### config.mk
export PLATFORM = sky130hd
export DESIGN_NAME = mac_tap_sequencer
export DESIGN_NICKNAME = d
export VERILOG_FILES = /design/src/rtl/mac_tap_sequencer.sv
export SDC_FILE = /design/constraint.sdc
export NUM_CORES = 1
export LEC_CHECK = 0
export ABC_AREA = 1
export CAP_MARGIN = 20
export CELL_PAD_IN_SITES_DETAIL_PLACEMENT = 1
export CELL_PAD_IN_SITES_GLOBAL_PLACEMENT = 1
export CORE_MARGIN = 2
export CORE_UTILIZATION = 30
export DETAILED_ROUTE_END_ITERATION = 12
export DONT_BUFFER_PORTS = 1
export PLACE_DENSITY_LB_ADDON = 0.1
export SLEW_MARGIN = 10
export SYNTH_ARGS = -nofsm -noshare
export SYNTH_HDL_FRONTEND = slang
export SYNTH_SLANG_ARGS = --single-unit
### constraint.sdc
create_clock -name Clk_CI -period 5.5 [get_ports Clk_CI]
set_clock_uncertainty 0.2 [all_clocks]
set_input_delay 0.275 -clock Clk_CI [delete_from_list [all_inputs] [get_ports Clk_CI]]
set_output_delay 0.275 -clock Clk_CI [all_outputs]
set_load 0.05 [all_outputs]
### src/rtl/mac_tap_sequencer.sv
// FIR tap sequencer: feeds a shared MAC one delay-line/coefficient pair per cycle.
// Define MAC_SEQ_SYMMETRIC_EN to fold the delay line for linear-phase (even TAPS) filters.
module mac_tap_sequencer #(
  parameter int WIDTH = 16,
  parameter int TAPS  = 8
) (
  input  logic                     Clk_CI,
  input  logic                     Rst_RI,
  input  logic                     InValid_SI,
  output logic                     InReady_SO,
  input  logic [WIDTH-1:0]         In_DI,
  input  logic                     CoefWrEn_SI,
  input  logic [$clog2(TAPS)-1:0]  CoefAddr_DI,
  input  logic [WIDTH-1:0]         Coef_DI,
  output logic                     MacClr_SO,
  output logic                     MacWrEn_SO,
  output logic [WIDTH-1:0]         MacIn0_DO,
  output logic [WIDTH-1:0]         MacIn1_DO,
  input  logic [WIDTH-1:0]         MacOut_DI,
  output logic                     OutValid_SO,
  input  logic                     OutReady_SI,
  output logic [WIDTH-1:0]         Out_DO
);

`ifdef MAC_SEQ_SYMMETRIC_EN
  localparam int NT = TAPS / 2;
`else
  localparam int NT = TAPS;
`endif
  localparam int AW = $clog2(TAPS);
  localparam int CW = (NT > 1) ? $clog2(NT) : 1;
  localparam logic [AW:0]   NT_L   = (AW+1)'(NT);
  localparam logic [CW-1:0] LAST_K = CW'(NT - 1);

  typedef enum logic [1:0] {IDLE, ACCUM, HOLD} state_e;

  state_e           state_q, state_d;
  logic [CW-1:0]    tap_q, tap_d;
  logic [WIDTH-1:0] out_q, out_d;
  logic [WIDTH-1:0] dl_q   [TAPS];
  logic [WIDTH-1:0] coef_q [NT];

  logic             accept;
  logic             coef_we;
  logic [NT-1:0]    coef_hit;
  logic [AW-1:0]    dl_idx;
  logic [WIDTH-1:0] tap_operand;

  assign dl_idx = AW'(tap_q);

`ifdef MAC_SEQ_SYMMETRIC_EN
  // Pre-add mirrored taps at WIDTH+1 bits; dropping the LSB is a floor shift.
  logic [AW-1:0] mir_idx;
  logic [WIDTH:0] pair_sum;
  assign mir_idx     = AW'(TAPS - 1) - dl_idx;
  assign pair_sum    = {dl_q[dl_idx][WIDTH-1], dl_q[dl_idx]}
                     + {dl_q[mir_idx][WIDTH-1], dl_q[mir_idx]};
  assign tap_operand = pair_sum[WIDTH:1];
`else
  assign tap_operand = dl_q[dl_idx];
`endif

  genvar gi;
  generate
    for (gi = 0; gi < NT; gi++) begin : g_coef_hit
      assign coef_hit[gi] = coef_we && (CoefAddr_DI == AW'(gi));
    end
  endgenerate

  always_comb begin
    state_d     = state_q;
    tap_d       = tap_q;
    out_d       = out_q;
    accept      = 1'b0;
    coef_we     = 1'b0;
    InReady_SO  = 1'b0;
    OutValid_SO = 1'b0;
    MacClr_SO   = 1'b0;
    MacWrEn_SO  = 1'b0;
    MacIn0_DO   = '0;
    MacIn1_DO   = '0;
    // Reset silences every handshake and MAC strobe even when caught mid-sum.
    if (!Rst_RI) begin
      case (state_q)
        IDLE: begin
          InReady_SO = 1'b1;
          accept     = InValid_SI;
          coef_we    = CoefWrEn_SI && ({1'b0, CoefAddr_DI} < NT_L);
          if (accept) begin
            tap_d   = '0;
            state_d = ACCUM;
          end
        end
        ACCUM: begin
          MacWrEn_SO = 1'b1;
          MacClr_SO  = (tap_q == '0);
          MacIn0_DO  = tap_operand;
          MacIn1_DO  = coef_q[tap_q];
          if (tap_q == LAST_K) begin
            out_d   = MacOut_DI;
            state_d = HOLD;
          end else begin
            tap_d = tap_q + 1'b1;
          end
        end
        HOLD: begin
          OutValid_SO = 1'b1;
          if (OutReady_SI) state_d = IDLE;
        end
        default: state_d = IDLE;
      endcase
    end
  end

  always_ff @(posedge Clk_CI) begin
    if (Rst_RI) begin
      state_q <= IDLE;
      tap_q   <= '0;
      out_q   <= '0;
      for (int i = 0; i < TAPS; i++) dl_q[i] <= '0;
      for (int i = 0; i < NT; i++) coef_q[i] <= '0;
    end else begin
      state_q <= state_d;
      tap_q   <= tap_d;
      out_q   <= out_d;
      if (accept) begin
        dl_q[0] <= In_DI;
        for (int i = 1; i < TAPS; i++) dl_q[i] <= dl_q[i-1];
      end
      for (int i = 0; i < NT; i++) begin
        if (coef_hit[i]) coef_q[i] <= Coef_DI;
      end
    end
  end

  assign Out_DO = out_q;

endmodule

* After elaboration in Yosys (flattened, before gate mapping)
Memories as Yosys holds them, arrays and structs flattened. A register that Yosys moved wholly into a read port is not among the register bits.
Cells that the tools add are included.
** Storage, ports and cells
- Flip-flop bits (word level) :: 21
- Bits in latches :: 0
- Memory bits (writable) :: 256
- ROM bits :: 0
- Input port bits :: 56
- Output and inout bits :: 52
- Word-level logic and storage cells :: 123
- Memories kept :: 2
** Memory list
- coef_q :: depth 8, width 16, read ports 1, clocked after Yosys merged registers in 1, wr ports 8, RTL line 41 : logic [WIDTH-1:0] coef_q [NT];
- dl_q :: depth 8, width 16, read ports 8, clocked after Yosys merged registers in 1, wr ports 8, RTL line 40 : logic [WIDTH-1:0] dl_q [TAPS];
** Cells by class
- Add/sub/neg operators :: 1
- $mul :: 0
- Divide/modulo/power cells :: 0
- Order comparisons :: 0
- Eq/ne operators :: 14
- Shift-type cells :: 0
- Multiplexer cells :: 72
- Bitwise gates (word level) :: 16
- Reduce and logical (&&, ||, !) cells :: 15
** Operator list (number)
- two-way mux 16 bit :: 20
- two-way mux 1 bit :: 41
- two-way mux 3 bit :: 6
- OR 1 bit :: 16
- equality test 3 bit, second input constant :: 5
- logical AND 1 bit :: 8
- inequality test 2 bit, second input constant :: 4
- equality test 3 x 2 -> 1 bit, second input constant :: 2
- logical NOT 3 bit :: 2
- two-way mux 2 bit :: 3
- case mux 2 bit (3 select lines) :: 1
- case mux 3 bit (2 select lines) :: 1
- AND reduction 3 bit :: 2
- adder 3 x 1 -> 3 bit, second input constant :: 1
- equality test 3 x 1 -> 1 bit, second input constant :: 1
- equality test 2 x 1 -> 1 bit, second input constant :: 1
- equality test 2 bit, second input constant :: 1
- logical NOT 2 bit :: 1
- AND reduction 2 bit :: 1
- nonzero test 2 bit :: 1

* Longest topological paths before layout
- Depth in word-level cells :: 8
- Gate-level depth with buffers :: 9
- Depth with buffers taken out :: 8

* Worst setup path before layout
OpenSTA, ideal clock, no wires.
- Path type :: input-to-reg
- Start point :: input port Rst_RI
- End point :: memory dl_q[0][0], enable pin
- Setup time :: 1.114 ns
- Data arrival time :: 2.897 ns
- Data required time :: 4.186 ns
- Slack :: 1.289 ns
- Stages on the path :: 4
- Path buffers :: 2
- Cell sequence :: buf_2 -> inv_1 -> clkbuf_1 -> nand2_1
** RTL lines
- start: declaration :: RTL line 8 : input logic Rst_RI,
- end: declaration :: RTL line 40

==> impl_metrics.yaml <==
outcome:
  status: "complete, no violations"
final_layout:
  layout-drive-gt1-share_pct: 4.86
  area_growth_pct: 16.3
  diodes: 0
  fin_nets: 1636
detailed_routing:
  routed_wl_um: 39500
  vias: 9944
  vias_per_cell: 4.53
  postRouteAntennaNets: 0
  first_pass_iters: 4
  wl_per_cell_um: 18.0
  drtIter0Drc: 570
  route.detailed.drc: 0
logic_synthesis:
  synth_fp_nets: 1609
  ys_top_cells_by_area: "edfxtp_1 58%, nand2_1 9.9%, nor2_1 8.9%"
  synth_area_um2: 13400
  syn_inst: 1550
  synth_area_per_cell_um2: 8.62
  seq_area_frac_synth_pct: 61.2
  ys_types: 23
  synth_top_cell_by_area: "edfxtp_1"
  ys_warn_count: 0
  netlist.area_leader.share_pct: 57.6
  ys_ff_latch: 280
pwr:
  p_clk_share_pct: 40.4
  pwr-share-comb_pct: 12.4
  irDropWorstVdd_mv: 0.220
  p_sw_w: 0.00147
  internal-power_w: 0.00388
  seq_power_share_pct: 47.1
  p_sw_share_pct: 27.5
  powerDensity_nw_per_um2: 345
  leakage_nw: 6.81
clock_tree:
  cts_buffers: 36
  clock-sinks: 280
  cts_resized: 0
  tritoncts: "done"
  htree_levels: 2
  cts-root-buf: "clkbuf_16"
  clockBufferDepth: 3
  ctsHoldBuffers: 57
  post_cts_buffers: 0
  clk_latency_ns: 0.55
  clk_pin_slew_ns: 0.05
critical_path:
  worstSetupStartpointType: "flop"
  crit_chain: "inv_6 -> buf_16 -> nand2_1 -> nand3_1 -> nand3_1 -> nand2_1 -> nor2_1"
  path_class: "flop to output pin"
  critical_path.top_delay_family: "simple AND/OR/NAND/NOR gates"
  critical_path_peak_fanout: 66
  path_buf_inv: 2
  slowest_delay_ns: 0.73
  crit_required_ns: 5.03
  crit_slowest_cell: "dfxtp_4"
  cp.arrival_ns: 3.35
  end_kind: "output pin"
timing:
  tightest_slew_ns: 1.10
  timing.fmax_mhz: 262
  worst_slack_ns: 1.68
  slew_headroom_pct: 26.3
  hold_viol: 0
  finalSetupViolCount: 0
  period_share_pct: 69.5
  drv_slew: 0
  rsz0062_at_grt: "no"
  fin_crit_ns: 3.82
  fin_setup_tns_ns: 0
global_routing:
  track_usage_pct: 17.2
  use_met3_pct: 3.10
  globalRouteOverflowTotal: 0
  grt_antenna_before_repair: 0
  global_route.peak_usage_layer: "met2"
  grt_pass1_wl_um: 61300
  grt_pass1_vias: 10400
  use_met2_pct: 29.3
  globalRouteMet1Util_pct: 22.3
  grt_max_degree: 129
min_path:
  min_path_type: "input pin to flop"
die:
  dieArea_um2: 46200
  std_cell_rows: 77
  ios: 108
  core_region_area_um2: 44100
  die_y_um: 215
  start_util_pct: 30.3
  die_w_um: 215
placed_design:
  hpwlAfterDp_um: 23000
  preCtsSetupSlack_ns: 2.25
  place.gp.congestion: 0.728
  io_buffers: 0
flow_run:
  maxCapViolations: 0
==> power by group through the flow <==
stage                     registers [W]  clock network [W]  logic (W)
after CTS                       0.00253            0.00225   0.000681
after detailed placement        0.00257                  0   0.000636
after global placement          0.00257                  0   0.000631
after floorplan                 0.00254                  0   0.000470
after global routing            0.00254            0.00232   0.000758
final                           0.00253            0.00217   0.000665
==> kinds of logic after synthesis <==
| kind of cell | after synthesis | share of synthesized area (%) |
|---|---|---|
| AND/OR/NAND/NOR | 861 | 26.3 |
| buffers and inverters | 382 | 11.3 |
| flip-flops | 280 | 61.2 |
| AO/OA/AOI/OAI | 24 | 0.937 |
| adder cells (fa/ha/maj) | 3 | 0.281 |
==> layer usage <==
metal | wire (µm) | share of wire, % | up-vias
li1 | - | - | 4837
met1 | 18100 | 46 | 4914
met2 | 19000 | 48 | 150
met3 | 1740 | 4.4 | 43
met4 | 654 | 1.7 | 0
met5 | 0 | 0 | -
==> through the flow <==
| step | hold slack, ns | power [W] | util, % | cell area, µm² | cells |
|---|---|---|---|---|---|
| 5_1_grt | 0.0367 | 0.00562 | 35.2 | 15500 | 2197 |
| 3_3_place_gp | 0.152 | 0.00320 | 31.4 | 13800 | 2071 |
| 6_report | 0.0309 | 0.00536 | 35.2 | 15500 | 2197 |
| 2_1_floorplan | 0.239 | 0.00301 | - | 13400 | 1550 |
| 3_5_place_dp | 0.155 | 0.00321 | 31.4 | 13800 | 2072 |
| 4_1_cts | 0.00933 | 0.00546 | 35.1 | 15500 | 2195 |
==> flip-flops by register name (all words and copies together), names as in the netlist, named ones only <==
register  flops
coef_q      128
dl_q        128
Out_DO       16
dl_idx        3
state_q       2
==> Yosys cell counts, drive strengths merged <==
cell    number
nand3b       1
edfxtp     256
clkbuf      27
ha           3
buf         55
nand3      176
dfxtp       24
a21oi       17
nand4        2
inv        300
nand2      359
o21ai        5
a22oi        2
nor3         2
nor2       321
==> tightest hold or removal path, stage by stage <==
cell	delay (ns)
inv_1	0.20
o21ai_0	0.19
nor2_1	0.06
==> final cells by class <==
| type | count | area [µm²] |
|---|---|---|
| inverters | 300 | 1130 |
| repair buffers | 71 | 737 |
| clock buffers | 52 | 982 |
| clock inverters | 14 | 67.6 |
| well taps | 592 | 741 |
| multi-input cells | 888 | 3700 |
| flip-flops and latches | 280 | 8170 |
| fillers | 5241 | 28600 |
==> layout by cell type (no fill, tap or decap) <==
master and instances:
nand2_4 4, clkbuf_16 37, inv_2 1, nand2_1 352, buf_4 11, dfxtp_1 21, nand2_2 3, dfxtp_4 1
nor2_4 1, ha_1 3, edfxtp_1 256, clkbuf_1 15, nor3_2 1, clkinv_1 8, nand4_2 2, buf_6 1
a21oi_1 17, nor3_4 1, inv_6 3, o21ai_0 3, nor2_1 318, nor2_2 2, clkinv_2 5, nand3b_1 1
inv_1 297, nand3_1 176, dlygate4sd3_1 56, dfxtp_2 2, a22oi_1 2, o21ai_1 2, buf_16 3
==> worst paths after layout <==
path                                end                      from  slack [ns]  cells after the start
max                        MacIn1_DO[2]                      flop        1.68                      7
min                                flop                    Rst_RI        0.03                      3
max reg2reg  coef_q[0][3]$_SDFFCE_PN0P_   state_q[0]$_SDFFE_PP0P_        2.33                      5
min reg2reg    dl_q[7][7]$_SDFFCE_PP0P_  dl_q[6][7]$_SDFFCE_PP0P_        0.34                      2
No activity file was read; power rests on OpenSTA's default activity.
